--- config.mk ---
export PLATFORM = sky130hd
export DESIGN_NAME = led_pwm_mmio
export DESIGN_NICKNAME = d
export VERILOG_FILES = /design/src/rtl/led_pwm_mmio.sv
export SDC_FILE = /design/constraint.sdc
export NUM_CORES = 1
export LEC_CHECK = 0
export ABC_AREA = 1
export BUFFER_PORTS_ARGS = -buffer_cell sky130_fd_sc_hd__buf_2
export CORE_MARGIN = 2
export CORE_UTILIZATION = 40
export DETAILED_ROUTE_END_ITERATION = 6
export PLACE_DENSITY = 0.66
export SETUP_SLACK_MARGIN = 0.05
export SKIP_CTS_REPAIR_TIMING = 1
export SLEW_MARGIN = 20
export SYNTH_ARGS = -nofsm -noshare
export SYNTH_HDL_FRONTEND = slang
export SYNTH_SLANG_ARGS = --single-unit
--- constraint.sdc ---
create_clock -name clk -period 4.52 [get_ports clk]
set_input_delay 0.226 -clock clk [delete_from_list [all_inputs] [get_ports clk]]
set_output_delay 0.226 -clock clk [all_outputs]
set_load 0.005 [all_outputs]
--- src/rtl/led_pwm_mmio.sv ---
// Memory-mapped five-LED PWM controller on the CPU data bus (32-byte register window).
// Optional blink register/phase counter enabled by defining LEDPWM_BLINK_EN.
module led_pwm_mmio #(
    parameter logic [31:0] BASE         = 32'h0002_0020,
    parameter logic [15:0] PRESCALE_RST = 16'd0
) (
    input  logic        clk,
    input  logic        resetn,
    input  logic        mem_write,
    input  logic        mem_read,
    input  logic [31:0] mem_addr,
    input  logic [31:0] mem_wdata,
    output logic [31:0] mem_rdata,
    output logic [4:0]  leds
);

    typedef enum logic [2:0] {
        REG_LEDS     = 3'd0,
        REG_PRESCALE = 3'd1,
        REG_DUTY0    = 3'd2,
        REG_DUTY1    = 3'd3,
        REG_DUTY2    = 3'd4,
        REG_DUTY3    = 3'd5,
        REG_DUTY4    = 3'd6,
        REG_BLINK    = 3'd7
    } reg_off_t;

    logic        hit;
    logic        wr_en;
    reg_off_t    off;
    logic [31:0] rd_val;
    logic [4:0]  led_en;
    logic [15:0] prescale;
    logic [7:0]  duty [5];
    logic [15:0] pre_cnt;
    logic [7:0]  pwm_cnt;
    logic        tick;
    logic [4:0]  on;
    logic        unused_bits;
`ifdef LEDPWM_BLINK_EN
    logic [4:0]  blink;
    logic [1:0]  phase;
`endif

    assign hit         = (mem_addr[31:5] == BASE[31:5]);
    assign off         = reg_off_t'(mem_addr[4:2]);
    assign wr_en       = mem_write & hit;
    assign tick        = (pre_cnt >= prescale);
    assign unused_bits = ^{mem_addr[1:0], mem_wdata[31:16], BASE[4:0]};

    always_comb begin
        rd_val = '0;
        case (off)
            REG_LEDS:     rd_val = {27'd0, led_en};
            REG_PRESCALE: rd_val = {16'd0, prescale};
            REG_DUTY0:    rd_val = {24'd0, duty[0]};
            REG_DUTY1:    rd_val = {24'd0, duty[1]};
            REG_DUTY2:    rd_val = {24'd0, duty[2]};
            REG_DUTY3:    rd_val = {24'd0, duty[3]};
            REG_DUTY4:    rd_val = {24'd0, duty[4]};
`ifdef LEDPWM_BLINK_EN
            REG_BLINK:    rd_val = {27'd0, blink};
`endif
            default:      rd_val = '0;
        endcase
    end

    always_ff @(posedge clk or negedge resetn) begin
        if (!resetn) begin
            led_en   <= '0;
            prescale <= PRESCALE_RST;
            for (int unsigned i = 0; i < 5; i++) duty[i] <= '1;
`ifdef LEDPWM_BLINK_EN
            blink    <= '0;
`endif
        end else if (wr_en) begin
            case (off)
                REG_LEDS:     led_en   <= mem_wdata[4:0];
                REG_PRESCALE: prescale <= mem_wdata[15:0];
                REG_DUTY0:    duty[0]  <= mem_wdata[7:0];
                REG_DUTY1:    duty[1]  <= mem_wdata[7:0];
                REG_DUTY2:    duty[2]  <= mem_wdata[7:0];
                REG_DUTY3:    duty[3]  <= mem_wdata[7:0];
                REG_DUTY4:    duty[4]  <= mem_wdata[7:0];
`ifdef LEDPWM_BLINK_EN
                REG_BLINK:    blink    <= mem_wdata[4:0];
`endif
                default: ;
            endcase
        end
    end

    // Read samples pre-edge register state, so a same-cycle store is not visible yet.
    always_ff @(posedge clk or negedge resetn) begin
        if (!resetn) begin
            mem_rdata <= '0;
        end else if (mem_read) begin
            mem_rdata <= hit ? rd_val : '0;
        end
    end

    always_ff @(posedge clk or negedge resetn) begin
        if (!resetn) begin
            pre_cnt <= '0;
            pwm_cnt <= '0;
        end else if (tick) begin
            pre_cnt <= '0;
            pwm_cnt <= pwm_cnt + 8'd1;
        end else begin
            pre_cnt <= pre_cnt + 16'd1;
        end
    end

`ifdef LEDPWM_BLINK_EN
    always_ff @(posedge clk or negedge resetn) begin
        if (!resetn) begin
            phase <= '0;
        end else if (tick && pwm_cnt == 8'hFF) begin
            phase <= phase + 2'd1;
        end
    end
`endif

    // Duty 0xFF is forced fully on so there is no 1/256 dark slot.
    always_comb begin
        on = '0;
        for (int unsigned n = 0; n < 5; n++) begin
            on[n] = led_en[n] & ((duty[n] == 8'hFF) | (pwm_cnt < duty[n]));
`ifdef LEDPWM_BLINK_EN
            on[n] = on[n] & (~blink[n] | phase[1]);
`endif
        end
    end

    always_ff @(posedge clk or negedge resetn) begin
        if (!resetn) begin
            leds <= '0;
        end else begin
            leds <= on;
        end
    end

endmodule

==> summary.txt <==
Floorplan
  – Core area: approximately 16000 sq um
  – Die Y: 132 um
  – Row count: 46
  – Die area: between 15000 and 20000 sq um
  – Io pins: about 110
  – Die Span X: 132 um
  – Initial Util: 0.411

Worst setup path
  – Critical path type: reg2reg
  – Arrival time worst endpoint: 2.65 ns
  – Setup crit end kind: register
  – CP Data Required Time: 4.78 ns
  – R2r setup slk: 2.12 ns
  – Worst R2R Start: prescale[7]
  – Max FO, Critical Path: 21
  – Critical Path Start Type: register
  – Critical Path Source: prescale[7]

STA
  – Setup violators final: 0
  – Rel. slew slack: 0.375
  – Post-route minimum period: roughly 2.4 ns
  – RSZ-0062 raised after global routing: false
  – Setup Total Neg Slack: 0 ns
  – Final Hold Viols: 2
  – Worst Max-Slew Pin Slew: around 0.94 ns
  – Slew Limit Fails: 0
  – FMAX: 0.418 GHz
  – Clock skew: 0.0117 ns
  – Tcrit/Tclk final: 0.530
  – Hold WS: -0.0194 ns

Synth
  – Flops & latches, synth: 106
  – Most frequent cell after synthesis: nand2_1
  – Syn. warnings: 0
  – Most used DFF post-synth: dfrtp_1
  – Post-synthesis cell type count: 32
  – Number of flops mapped to enable cells by yosys: 0
  – Mapped Cells: about 770
  – Yosys top cell by area: dfrtp_1
  – Synth top cells by count: nand2_1, inv_1, dfrtp_1
  – Asr flop ratio synth: 1.00
  – Synth area leaders: dfrtp_1, dfstp_2, ha_1
  – Post-synth top area share: 0.252
  – Sequential share of the synthesized area: 0.412
  – Cell area after synthesis: approximately 6600 sq um
  – Mean Syn Cell Area: roughly 8.5 sq um

Power and ir drop
  – Total Power: roughly 0.0018 W
  – Worst VDD drop: 0.188 mV
  – Static leakage: roughly 3.3 nW
  – PwrDens: between 200 and 300 nW/um^2

Outcome
  – Outcome: finished with violations
  – Violated checks: hold timing

Detailed routing
  – Routed wire length: around 15000 um
  – Router iterations before antenna repair: 4
  – Iter 0 DRT Violations: between 300 and 400
  – Final ANT Viol Nets: 0
  – Total number of vias: ~5000
  – DRC: 0
  – Vias per inst: just under 5
  – Routed length per placed instance: 14.7 um

Placed design
  – Dpl hpwl: 11400 um
  – IO Port Bufs: 70
  – # placed instances: about 1000
  – Gpl congestion: approximately 0.9

Job
  – Max Cap Viol: 0

GRT
  – Total Routing Usage GR: 0.185
  – Grt ovf: 0
  – Vias in the first global route: slightly below 5000
  – Largest net degree at the start of global routing: 74
  – Initial antenna violation count: 0
  – First-pass GRT wire length: approximately 25000 um

Clock network
  – Maximum root-to-sink buffer count: 2
  – CTS root buf: clkbuf_16
  – Clock Latency Late Sink: between 0.3 and 0.4 ns
  – Inserted Clock Buffers: 9
  – H-tree depth: 3
  – TritonCTS clock tree: done
  – Sink Count: between 100 and 150
  – Clock transition at the registers of the reported paths: around 0.080 ns

Cells and area
  – Final core utilization: 0.456
  – # nets final: 954
  – Cell Count, Final, Fillers Out: around 1100
  – P&R area growth vs syn: 11.0%
  – Layout cells sized above 1: 0.246
  – Fill cell count: 1625
  – Antenna cells: 0

Hold path
  – Hold Path Class: in2async
through the flow:
step / cell area [sq um] / worst slack, ns
after floorplan: 6610 / 2.88
after global placement: 6980 / 2.11
after detailed placement: 6980 / 2.11
after CTS: 7270 / 2.08
after global routing: 7270 / 1.89
final: 7270 / 2.12
cells in the final DEF (no fill, tap or decap), drive strengths merged:
cell type and count:
nor3 5, nor4 8, xnor2 4, clkinvlp 1
clkinv 1, o21ai 76, buf 72, nor2 64
xor2 12, a22oi 1, clkbuf 10, dfrtp 66
nand3 50, dfstp 40, conb 16, nand2 183
ha 53, inv 116, o22ai 23, o21bai 1
a21oi 27, nand3b 1, o21a 6, nand4 2
final timing paths:
kind,to,depth (start not counted)
setup / recovery,pwm_cnt[5],11
hold / removal,leds[3],1
setup reg to reg,pwm_cnt[5],11
hold reg to reg,mem_rdata[6],2
max in group asynchronous,duty[38],2
min in group clk,prescale[12],3
cells by family (layout without fill, tap and decap cells):
group           Yosys count  after routing  synth area share
simple gates            313            313             0.226
buf+inv                 144            200             0.105
xor+xnor                 16             16            0.0214
fa+ha+maj                53             53             0.101
compound gates          134            134             0.133
other cells               1             16          0.000572
flops                   106            106             0.412
cell type report:
class | count | area, sq um | area share
clock buffers | 10 | 239 | 0.0329
clock inverters | 6 | 53.8 | 0.00740
inverters | 112 | 420 | 0.0578
repair buffers | 72 | 368 | 0.0506
flip-flops and latches | 106 | 2700 | 0.372
well taps | 216 | 270 | 0.0372
multi-input cells | 532 | 3220 | 0.443
critical path: stages (launching register included):
cell	delay, ns
dfrtp_1	0.37
inv_1	0.08
ha_1	0.31
nand2_1	0.07
inv_1	0.03
nor2_1	0.09
o21a_1	0.13
nand2_1	0.05
nand2_1	0.32
nand2_1	0.56
nand2_1	0.20
nand2_1	0.06
metal layers:
metal / share of wire / vias up / global-route usage
li1: - / 2593 / -
met1: 0.48 / 2425 / 0.267
met2: 0.46 / 114 / 0.292
met3: 0.048 / 14 / 0.0300
met4: 0.010 / 0 / 0.0453
met5: 0 / - / 0
registers in the layout, summed over array words and instances (netlist names):
signal and flops:
prescale 16, pwm_cnt 8, pre_cnt 16, mem_rdata 16, leds 5, duty 40, led_en 5
where the power goes:
part	internal (W)	switching (W)	total, W
logic	0.0000225	0.0000668	0.0000892
clock network	0.000400	0.000390	0.000790
registers	0.000950	0.000000565	0.000950
total	0.00137	0.000457	0.00183
No activity file was read; power rests on OpenSTA's default activity.
